`config.mk`:
```
export PLATFORM = sky130hd
export DESIGN_NAME = vtiming
export DESIGN_NICKNAME = d
export VERILOG_FILES = /design/src/rtl/vtiming.sv
export SDC_FILE = /design/constraint.sdc
export NUM_CORES = 1
export LEC_CHECK = 0
export ABC_CLOCK_PERIOD_IN_PS = 2340
export CORE_ASPECT_RATIO = 1.25
export CORE_MARGIN = 4
export CORE_UTILIZATION = 49
export CTS_CLUSTER_DIAMETER = 30
export DETAILED_ROUTE_END_ITERATION = 12
export PLACE_DENSITY = 0.84
export SLEW_MARGIN = 25
export SYNTH_ARGS = -nofsm -noshare
export SYNTH_HDL_FRONTEND = slang
export SYNTH_SLANG_ARGS = --single-unit
```
`constraint.sdc`:
```
create_clock -name pxclk_i -period 2.34 [get_ports pxclk_i]
set_input_delay 0.468 -clock pxclk_i [delete_from_list [all_inputs] [get_ports pxclk_i]]
set_output_delay 0.468 -clock pxclk_i [all_outputs]
set_load 0.05 [all_outputs]
```
`src/rtl/vtiming.sv`:
```
// Vertical timing stage: counts lines on falling edges of the horizontal
// active flag and produces row, vactive/vsync, frame markers and a registered pixel stream.
module vtiming #(
    parameter int unsigned VACTIVE      = 272,
    parameter int unsigned VFRONT_PORCH = 2,
    parameter int unsigned VSYNC_LEN    = 10,
    parameter int unsigned VBACK_PORCH  = 2
) (
    input  logic       pxclk_i,
    input  logic       rstn_i,
    input  logic       hactive_i,
    input  logic [8:0] col_i,
    output logic [8:0] row_o,
    output logic       vactive_o,
    output logic       vsync_o,
    output logic       frame_start_o,
    output logic [7:0] frame_cnt_o,
    output logic       de_o,
    output logic [8:0] pix_x_o,
    output logic [8:0] pix_y_o
);

    localparam int unsigned VTOTAL   = VACTIVE + VFRONT_PORCH + VSYNC_LEN + VBACK_PORCH;
    localparam logic [8:0]  MAXROW   = 9'(VTOTAL - 1);
    localparam logic [8:0]  VACT_END = 9'(VACTIVE);
    localparam logic [8:0]  VS_START = 9'(VACTIVE + VFRONT_PORCH);
    localparam logic [8:0]  VS_END   = 9'(VACTIVE + VFRONT_PORCH + VSYNC_LEN);

    logic       hact_q,        hact_d;
    logic [8:0] row_q,         row_d;
    logic       vactive_q,     vactive_d;
    logic       vsync_q,       vsync_d;
    logic       frame_start_q, frame_start_d;
    logic [7:0] frame_cnt_q,   frame_cnt_d;
    logic       de_q,          de_d;
    logic [8:0] pix_x_q,       pix_x_d;
    logic [8:0] pix_y_q,       pix_y_d;
    logic       line_end;

    always_comb begin
        hact_d        = hactive_i;
        line_end      = hact_q & ~hactive_i;
        row_d         = row_q;
        frame_start_d = 1'b0;
        frame_cnt_d   = frame_cnt_q;

        if (line_end) begin
            if (row_q == MAXROW) begin
                row_d         = '0;
                frame_start_d = 1'b1;
                frame_cnt_d   = frame_cnt_q + 8'd1;
            end else begin
                row_d = row_q + 9'd1;
            end
        end

        // Decoded from the next row so the flags move in lockstep with row_o.
        vactive_d = (row_d < VACT_END);
        vsync_d   = ~((row_d >= VS_START) && (row_d < VS_END));

        de_d    = hactive_i & vactive_q;
        pix_x_d = col_i;
        pix_y_d = row_q;
    end

    always_ff @(posedge pxclk_i or negedge rstn_i) begin
        if (!rstn_i) begin
            hact_q        <= 1'b0;
            row_q         <= '0;
            vactive_q     <= 1'b1;
            vsync_q       <= 1'b1;
            frame_start_q <= 1'b0;
            frame_cnt_q   <= '0;
            de_q          <= 1'b0;
            pix_x_q       <= '0;
            pix_y_q       <= '0;
        end else begin
            hact_q        <= hact_d;
            row_q         <= row_d;
            vactive_q     <= vactive_d;
            vsync_q       <= vsync_d;
            frame_start_q <= frame_start_d;
            frame_cnt_q   <= frame_cnt_d;
            de_q          <= de_d;
            pix_x_q       <= pix_x_d;
            pix_y_q       <= pix_y_d;
        end
    end

    assign row_o         = row_q;
    assign vactive_o     = vactive_q;
    assign vsync_o       = vsync_q;
    assign frame_start_o = frame_start_q;
    assign frame_cnt_o   = frame_cnt_q;
    assign de_o          = de_q;
    assign pix_x_o       = pix_x_q;
    assign pix_y_o       = pix_y_q;

endmodule

```
==> impl_metrics.json <==
{
  "status": "completed",
  "path_buf_inv": 1,
  "nFillCells": 236,
  "drt_pass1_iterations": 4,
  "async_flop_share": 1.00,
  "drtIter0Drc": 30,
  "startpoint_type": "flip-flop",
  "grt_use_total": 0.181,
  "period_minus_slack_ns": 2.15,
  "p_total_mw": 2.06,
  "post_cts_buffers": 0,
  "synth_commonest_cells": "dfrtp_1 (38), nor2_1 (7), xnor2_1 (7)",
  "start_util": 0.507,
  "synth_top_cell_by_area": "dfrtp_1",
  "avgSynthCellArea_um2": 13.7,
  "fin_cells": 214,
  "fmax_mhz": 464,
  "multi_input_area_um2": 579,
  "cts_resized": 0,
  "gp_congestion": 0.920,
  "synth.cell_area_um2": 1640,
  "vias": 1151,
  "port_buffers": 50,
  "max_slew_margin": 0.440,
  "routedWlPerCell_um": 16.4,
  "synthFlopType": "dfrtp_1",
  "cp.required_ns": 1.87,
  "postCtsHoldBufs": 0,
  "p_leak_nw": 1.03,
  "cp_top_family": "buffers and inverters",
  "die_area_um2": 4330,
  "crit_start": "row_o[4]",
  "ir_drop_mv": 0.669,
  "syn_inst": 119,
  "place_inst": 206,
  "ys_ff_latch": 40,
  "die_h_um": 72.6,
  "clock_latency_ns": 0.29,
  "synth.most_common_cell": "dfrtp_1",
  "root_buffer": "clkbuf_8",
  "fin_setup_tns_ns": 0,
  "drc_errors": 0,
  "fin_util": 0.702,
  "synth_edf_count": 0,
  "rows": 23,
  "fin_nets": 191,
  "rsz0062_at_grt": "false",
  "cts_buffers": 5,
  "antenna_cells": 0,
  "place_hpwl_um": 2620,
  "worst_pin_slew_ns": 0.840,
  "ys_top_cells_by_area": "dfrtp_1 (58%), xnor2_1 (3.7%), dfstp_2 (3.2%), xor2_1 (2.7%), nand4_4 (2.6%)",
  "cts_buffer_depth": 2,
  "setup_viol": 0,
  "drive_above_1_share": 0.164,
  "grt_max_degree": 41,
  "crit_fanout": 9,
  "via_per_inst": 5.38,
  "antenna_found_initial": 0,
  "cts.htree.levels": 2,
  "synth.distinct_cells": 38,
  "critPathSlowestCell": "clkdlybuf4s50_1",
  "grt_pass1_wl_um": 5780,
  "worstPathArrival_ns": 1.69,
  "worstPathCellList": "clkdlybuf4s50_1",
  "fin_crit_sh": 0.921,
  "cts.sinks": 40,
  "synth_nets": 134,
  "final-seq-area_um2": 1000,
  "area_delta_synth_final_pct": 38.3,
  "synth_top_area_frac": 0.581,
  "r2r-start": "row_o[0]",
  "ant_nets": 0,
  "timing_hold_violations_final": 0,
  "yosysWarnings": 0,
  "ios": 51,
  "p_per_area_nw_per_um2": 911,
  "skew_ns": 0.00606,
  "ff2ff_setup_slack_ns": 0.58,
  "seq_area_frac_synth": 0.614,
  "grt_overflow": 0,
  "cap_violations": 0,
  "hp-class": "primary input to asynchronous set/reset pin",
  "endpoint_kind": "output pin",
  "die_x_um": 59.7,
  "cts_tree": "done",
  "crit_type": "flip-flop to output pin",
  "wl_um": 3510,
  "slowest_delay_ns": 0.87,
  "drv_slew": 0,
  "grt_pass1_vias": 1206,
  "core_um2": 3220,
  "path_clk_slew_ns": 0.08
}
area by class of cell:
type                    count  area share
inverters                   2     0.00332
clock inverters             2     0.00442
clock buffers               6      0.0365
flip-flops and latches     40       0.444
repair buffers             55       0.236
multi-input cells          72       0.256
well taps                  37      0.0205
cells by family after synthesis:
| kind of cell | synth area share |
|---|---|
| compound gates | 0.0635 |
| xor+xnor | 0.0842 |
| fa+ha+maj | 0.0230 |
| buf+inv | 0.0321 |
| flops | 0.614 |
| mux | 0.00689 |
| simple gates | 0.177 |
stage by stage:
step / setup slack [ns] / instance area [µm²] / hold slack, ns
after floorplan: 0.366 / 1640 / 0.172
after global placement: 0.252 / 2170 / 0.464
after detailed placement: 0.183 / 2170 / 0.453
after CTS: 0.168 / 2260 / 0.309
after global routing: 0.136 / 2260 / 0.344
final: 0.185 / 2260 / 0.272
cells in the final DEF (no fill, tap or decap), drive strengths merged, types with 3 or more instances in the layout:
| master | Yosys | routed |
|---|---|---|
| nand2 | 6 | 6 |
| nand4 | 6 | 6 |
| xnor2 | 9 | 9 |
| and3 | 3 | 3 |
| xor2 | 5 | 5 |
| buf | 4 | 6 |
| clkbuf | 1 | 6 |
| clkdlybuf4s50 | 0 | 49 |
| dfrtp | 38 | 38 |
| nor3 | 4 | 4 |
| nand3 | 3 | 3 |
| nor2 | 7 | 7 |
| ha | 3 | 3 |
power breakdown:
| group | internal [mW] | switching, mW |
|---|---|---|
| clock | 0.235 | 0.228 |
| combinational | 0.269 | 0.493 |
| sequential | 0.772 | 0.0635 |
final timing paths:
path,endpoint,cells after the start
setup / recovery,row_o[4],1
hold / removal,row_o[0],1
setup reg to reg,vactive_o,5
hold reg to reg,pix_y_o[8],0
max in group asynchronous,pix_y_o[3],1
min in group pxclk_i,pix_y_o[8],0
flip-flops by register name (all words and copies together) (netlist names):
| signal | cells |
|---|---|
| pix_y_o | 9 |
| row_o | 9 |
| pix_x_o | 9 |
| vactive_o | 1 |
| vsync_o | 1 |
| frame_start_o | 1 |
| frame_cnt_o | 8 |
| hact_q | 1 |
| de_o | 1 |
layer usage:
layer	vias to the layer above	GRT usage	routed length (µm)
met5	-	0	0
met4	0	0.0591	51
met3	6	0.0566	218
met2	46	0.321	1900
met1	568	0.201	1340
li1	531	-	-
Power figures use the tool's default switching activity.
